**config.mk**
```make
export PLATFORM = sky130hd
export DESIGN_NAME = time_of_day_counter
export DESIGN_NICKNAME = d
export VERILOG_FILES = /design/src/rtl/time_of_day_counter.sv
export SDC_FILE = /design/constraint.sdc
export NUM_CORES = 1
export LEC_CHECK = 0
export ABC_CLOCK_PERIOD_IN_PS = 2300
export CORE_ASPECT_RATIO = 0.75
export CORE_MARGIN = 2
export CORE_UTILIZATION = 49
export DETAILED_ROUTE_END_ITERATION = 16
export PLACE_DENSITY = 0.93
export SLEW_MARGIN = 20
export SYNTH_ARGS = -nofsm -noshare
export SYNTH_HDL_FRONTEND = slang
export SYNTH_SLANG_ARGS = --single-unit
```
**constraint.sdc**
```tcl
create_clock -name clock -period 2.3 [get_ports clock]
set_input_delay 0.345 -clock clock [delete_from_list [all_inputs] [get_ports clock]]
set_output_delay 0.345 -clock clock [all_outputs]
set_load 0.01 [all_outputs]
```
**src/rtl/time_of_day_counter.sv**
```systemverilog
// Time-of-day counter: hours/minutes/seconds advanced by a prescaled one-second strobe,
// with validated loads and one-cycle rollover strobes. Define TOD_BCD_OUT_EN to add BCD outputs.
module time_of_day_counter #(
  parameter int TICK_DIV = 1
) (
  input  logic       clock,
  input  logic       reset,
  input  logic       one_second,
  input  logic       hold,
  input  logic       load_new_time,
  input  logic [4:0] new_hour,
  input  logic [5:0] new_min,
  output logic [4:0] cur_hour,
  output logic [5:0] cur_min,
  output logic [5:0] cur_sec,
  output logic       minute_tick,
  output logic       day_rollover,
  output logic       load_error
`ifdef TOD_BCD_OUT_EN
  ,
  output logic [7:0] hour_bcd,
  output logic [7:0] min_bcd,
  output logic [7:0] sec_bcd
`endif
);

  localparam int DIV_W = (TICK_DIV > 1) ? $clog2(TICK_DIV) : 1;
  localparam logic [DIV_W-1:0] DIV_LAST = DIV_W'(TICK_DIV - 1);

  logic [4:0]       hour_reg, hour_next;
  logic [5:0]       min_reg, min_next;
  logic [5:0]       sec_reg, sec_next;
  logic [DIV_W-1:0] div_cnt_reg, div_cnt_next;
  logic             minute_tick_reg, minute_tick_next;
  logic             day_rollover_reg, day_rollover_next;
  logic             load_error_reg, load_error_next;
  logic             step;

  always_comb begin
    hour_next         = hour_reg;
    min_next          = min_reg;
    sec_next          = sec_reg;
    div_cnt_next      = div_cnt_reg;
    minute_tick_next  = 1'b0;
    day_rollover_next = 1'b0;
    load_error_next   = 1'b0;
    step              = 1'b0;

    // A load of either kind swallows any tick in the same cycle.
    if (load_new_time) begin
      if (new_hour <= 5'd23 && new_min <= 6'd59) begin
        hour_next    = new_hour;
        min_next     = new_min;
        sec_next     = 6'd0;
        div_cnt_next = '0;
      end else begin
        load_error_next = 1'b1;
      end
    end else if (!hold && one_second) begin
      if (div_cnt_reg == DIV_LAST) begin
        div_cnt_next = '0;
        step         = 1'b1;
      end else begin
        div_cnt_next = div_cnt_reg + 1'b1;
      end
    end

    // ">=" comparisons make a forced out-of-range field wrap to 0 on the next step.
    if (step) begin
      if (sec_reg >= 6'd59) begin
        sec_next         = 6'd0;
        minute_tick_next = 1'b1;
        if (min_reg >= 6'd59) begin
          min_next = 6'd0;
          if (hour_reg >= 5'd23) begin
            hour_next         = 5'd0;
            day_rollover_next = 1'b1;
          end else begin
            hour_next = hour_reg + 5'd1;
          end
        end else begin
          min_next = min_reg + 6'd1;
        end
      end else begin
        sec_next = sec_reg + 6'd1;
      end
    end
  end

  always_ff @(posedge clock or posedge reset) begin
    if (reset) begin
      hour_reg         <= 5'd0;
      min_reg          <= 6'd0;
      sec_reg          <= 6'd0;
      div_cnt_reg      <= '0;
      minute_tick_reg  <= 1'b0;
      day_rollover_reg <= 1'b0;
      load_error_reg   <= 1'b0;
    end else begin
      hour_reg         <= hour_next;
      min_reg          <= min_next;
      sec_reg          <= sec_next;
      div_cnt_reg      <= div_cnt_next;
      minute_tick_reg  <= minute_tick_next;
      day_rollover_reg <= day_rollover_next;
      load_error_reg   <= load_error_next;
    end
  end

  assign cur_hour     = hour_reg;
  assign cur_min      = min_reg;
  assign cur_sec      = sec_reg;
  assign minute_tick  = minute_tick_reg;
  assign day_rollover = day_rollover_reg;
  assign load_error   = load_error_reg;

`ifdef TOD_BCD_OUT_EN
  function automatic logic [7:0] to_bcd(input logic [5:0] v);
    logic [3:0] tens;
    logic [3:0] ones;
    tens = 4'(v / 6'd10);
    ones = 4'(v % 6'd10);
    return {tens, ones};
  endfunction

  // Encoded from the next-state values so BCD changes on the same edge as binary.
  logic [7:0] hour_bcd_reg, min_bcd_reg, sec_bcd_reg;

  always_ff @(posedge clock or posedge reset) begin
    if (reset) begin
      hour_bcd_reg <= 8'h00;
      min_bcd_reg  <= 8'h00;
      sec_bcd_reg  <= 8'h00;
    end else begin
      hour_bcd_reg <= to_bcd({1'b0, hour_next});
      min_bcd_reg  <= to_bcd(min_next);
      sec_bcd_reg  <= to_bcd(sec_next);
    end
  end

  assign hour_bcd = hour_bcd_reg;
  assign min_bcd  = min_bcd_reg;
  assign sec_bcd  = sec_bcd_reg;
`endif

endmodule

```
---- After elaboration in Yosys (flattened, before gate mapping) ----
Index checks and enable logic that the tools add are counted.
word-level totals
  output and inout bits ................... 20
  register bits after elaboration ......... 21
  logic and storage cells ................. 55
operators by class
  muxes and demuxes ....................... 30
  eq/ne operators ......................... 1
  add/sub/neg operators ................... 4
  reductions and logical operators ........ 8
  $lt $le $gt $ge ......................... 5
operators by type and width
  kind                   count
  $mux W6                9
  $mux W5                6
  $mux W1                15
  $add A6 B1 Y6 const B  2
  $ge A6 B6 Y1 const B   2
  $le A6 B6 Y1 const B   1
  $reduce_bool A2 Y1     3
  $add A5 B1 Y5 const B  1
  $ge A5 B5 Y1 const B   1
  $le A5 B5 Y1 const B   1
  $reduce_and A2 Y1      2
  $logic_and A1 B1 Y1    2
  $ne A2 B1 Y1 const B   1
  $add A1 B1 Y1 const B  1
  $logic_not A1 Y1       1

---- Longest topological paths before layout ----
  depth in word-level cells ............... 7
  mapped depth ............................ 6
  depth with buffers taken out ............ 5

---- Worst setup path after synthesis ----
No wires, ideal clock.
  path type ............................... reg2reg
  start ................................... reg sec_reg[0], in the netlist cur_sec[0]
  end ..................................... reg hour_reg[2], in the netlist cur_hour[2]
  setup slack ............................. 0.655 ns
  stages on the path, launching flop included .. 7
  data required time ...................... 2.168 ns
  arrival ................................. 1.513 ns
  setup time .............................. 0.132 ns
  path through ............................ dfrtp_1 ha_1 o2111ai_2 nor3_4 buf_6 o211ai_1 o211ai_2
between the ends
  word-level cells in the longest chain between the ends .. 3
RTL lines
  item                      RTL line  text
  start: declaration        32        logic [5:0] sec_reg, sec_next;
  start signal: assignment  102       sec_reg <= sec_next;
  $ge A6 B6 Y1              70        if (sec_reg >= 6'd59) begin
  $mux W5                   70
  $mux W5                   69        if (step) begin
  named net hour_next[2]    30        logic [4:0] hour_reg, hour_next;
  end signal: assignment    100       hour_reg <= hour_next;
  end: declaration          30
The timed path passes the listed nets, and every way through them passes these cells.
A chain may end at the register's enable or synchronous reset.

---- Worst setup path in the final report ----
  start ................................... in load_new_time
  end ..................................... reg hour_reg[2], in the netlist cur_hour[2]
between the ends
  word-level cells in the longest chain between the ends .. 4
  elaborated cells between the ends (all ways) .. 5
RTL lines
  item                    RTL line  text
  start: declaration      10        input logic load_new_time,
  $mux W5                 50        if (load_new_time) begin
  $mux W5                 73        if (min_reg >= 6'd59) begin
  $mux W5                 70
  $mux W5 (*)             69
  named net hour_next[2]  30
The timed path passes the listed nets; every way through them passes the cells marked *.

==> impl_metrics.toml <==
[power]
p_comb_share_pct = 24.5
p_int_mw = 0.691
ir_drop_mv = 0.499
power.share.clock_pct = 29.7
cellPowerDensity_nw_per_um2 = 596
leakage_nw = 0.689
p_sw_mw = 0.265
p_seq_share_pct = 45.7
finalPower_mw = 0.956
p_sw_share_pct = 27.7

[sta]
max_freq_ghz = 0.513
worst_pin_slew_ps = 747
setup-tns-final_ps = 0
timing.final.crit_share_pct = 84.8
relSlewSlack_pct = 50.1
report.final.setup_viol = 0
rsz0062_at_grt = "no"
min_period_ps = 1950
slew_violations = 0
holdWs_ps = 453
finClkSkew_ps = 13.3
hold_viol = 0

[finish]
drive_gt1_share_pct = 8.44
regArea_um2 = 500
stdcell_area_um2 = 1600
nNetsFinal = 174
multi_input_area_um2 = 643
utilization_pct = 70.1
insertedDiodeCount = 0
syn2layout_area_growth_pct = 35.7
n_fill_cell = 178

[floorplanning]
initial_core_util_pct = 51.6
coreArea_um2 = 2290
num_rows = 15
die-width_um = 60.7
die_area_um2 = 2830
ios = 36
die_h_um = 46.5

[place]
placed_cell_area_um2 = 1550
dp_hpwl_um = 2300
gp_congestion = 0.871
io_buffers = 35

[synthesis]
synthTopCellsByArea = "dfrtp_1 (42%), mux2i_1 (5.1%), nand3_1 (3.8%)"
yosys_warnings = 0
async_flop_share_pct = 100
synth_top_area_cell = "dfrtp_1"
syn_nets = 137
yosysMostFrequentCell = "dfrtp_1"
netlist_area_um2 = 1180
synth_edf_count = 0
synthCells = 118
synthTopCellsByCount = "dfrtp_1 (20), nand2_1 (12), nand3_1 (9), mux2i_1 (6)"
synth_area_per_cell_um2 = 10.0
synth.distinct_cells = 44
synth_seq_cells = 20
synth-seq-area-share_pct = 42.3
synth_top_area_share_pct = 42.3
synth_ff_type = "dfrtp_1"

[route]
viasPerCell = 6.16
drtPass1Iterations = 5
post_drt_wl_per_cell_um = 15.9
drt_iter0_drc = 45
wirelength_um = 3000
ant_nets = 0
vias = 1158
route.detailed.drc = 0

[clock_network]
cts-resized-gates = 0
numCtsBuffers = 3
post_cts_buffers = 0
clock_tree.root_cell = "clkbuf_4"
clockBufferDepth = 2
cts_max_level = 1
insertion_delay_ps = 310
hold_buffers = 0
clk_pin_slew_ps = 120
cts_tree = "done"
cts_sinks = 20

[setup_path]
worstPathRequired_ps = 2540
reg2reg_to = "cur_min[2]$_DFF_PP0_"
cp_slowest_cell = "or3b_1"
cp-start-kind = "primary input"
critical_path_class = "in -> reg"
critPathMaxStageDelay_ps = 580
reg2regPathDepth = 5
path_cells = "clkdlybuf4s50_1 > or3b_1 > nor3_4 > o211ai_1 > o211ai_2"
worstReg2RegStart = "cur_min[0]$_DFF_PP0_"
cp_max_fo = 11
r2r_slack_ps = 450
critPathCaptureType = "flip-flop"
crit_arrival_ps = 2190

[grt]
grt_first_pass_wirelength_um = 4780
grt_max_degree = 21
grt_overflow_total = 0
first_global_vias = 1050
antenna_found_initial = 0
grt.total_usage_pct = 23.0

[job]
maxCapViolCount = 0

[run_status]
status = "finished, final reports clean"

[hold_path]
hp-class = "in -> async"
-- routing by layer --
metal	wire length, um	share of wire [%]	GRT usage (%)
met5	0	0	0
met3	219	7.3	6.74
met2	1410	47	35.9
met1	1260	42	30.7
met4	102	3.4	7.39
-- how the worst max path moves through the flow --
stage,from,end,cells past startpoint
3_5_place_dp,load_new_time,cur_hour[2]$_DFF_PP0_,5
2_1_floorplan,cur_sec[0]$_DFFE_PP0P_,cur_hour[2]$_DFF_PP0_,6
3_3_place_gp,load_new_time,cur_hour[2]$_DFF_PP0_,5
4_1_cts,load_new_time,cur_hour[2]$_DFF_PP0_,5
6_report,load_new_time,cur_hour[2]$_DFF_PP0_,5
5_1_grt,load_new_time,cur_hour[2]$_DFF_PP0_,5
-- power groups by stage --
stage,Sequential [mW],Combinational (mW),Clock [mW]
after floorplan,0.445,0.103,0
after global placement,0.438,0.225,0
after detailed placement,0.442,0.232,0
after CTS,0.436,0.234,0.285
after global routing,0.443,0.254,0.299
final,0.437,0.235,0.284
-- kinds of logic after synthesis --
kind of cell | share of synthesized area (%)
compound gates | 20.8
xor+xnor | 0.741
fa+ha+maj | 3.17
buf+inv | 3.28
flops | 42.3
mux | 6.03
simple gates | 23.6
-- metrics by stage --
| step | std cells | worst slack [ps] |
|---|---|---|
| after CTS | 188 | 370 |
| after floorplan | 118 | 655 |
| after detailed placement | 184 | 51.0 |
| after global placement | 184 | 158 |
| after global routing | 188 | 262 |
| final | 188 | 349 |
-- cell usage in the layout (no fill, tap or decap), types with 2 or more instances in the layout --
cell and count:
a21oi_1 2, a22o_1 2, a31oi_1 4, and3_1 2, clkbuf_4 3, clkdlybuf4s50_1 35
dfrtp_1 20, ha_1 3, inv_1 2, mux2i_1 6, nand2_1 12, nand3_1 9
nor2_1 5, nor2b_1 2, nor3_1 3, nor3b_1 3, nor4_1 3, o211ai_1 3
o21ai_0 5, o21ai_1 3, o22ai_1 3
-- cell type report --
cell class                      count  share of cell area [%]
Sequential cell                    20                    31.2
Multi-Input combinational cell     92                    40.1
Clock inverter                      1                    1.87
Inverter                            2                   0.468
Clock buffer                        3                    1.40
Timing Repair Buffer               36                    22.3
Tap cell                           34                    2.65
-- critical path: cells and delay by family --
family                 cells  cell delay, ps
buffers and inverters      1             470
AND/OR/NAND/NOR            2            1060
AO/OA/AOI/OAI              2             320
No activity file was read; power rests on OpenSTA's default activity.
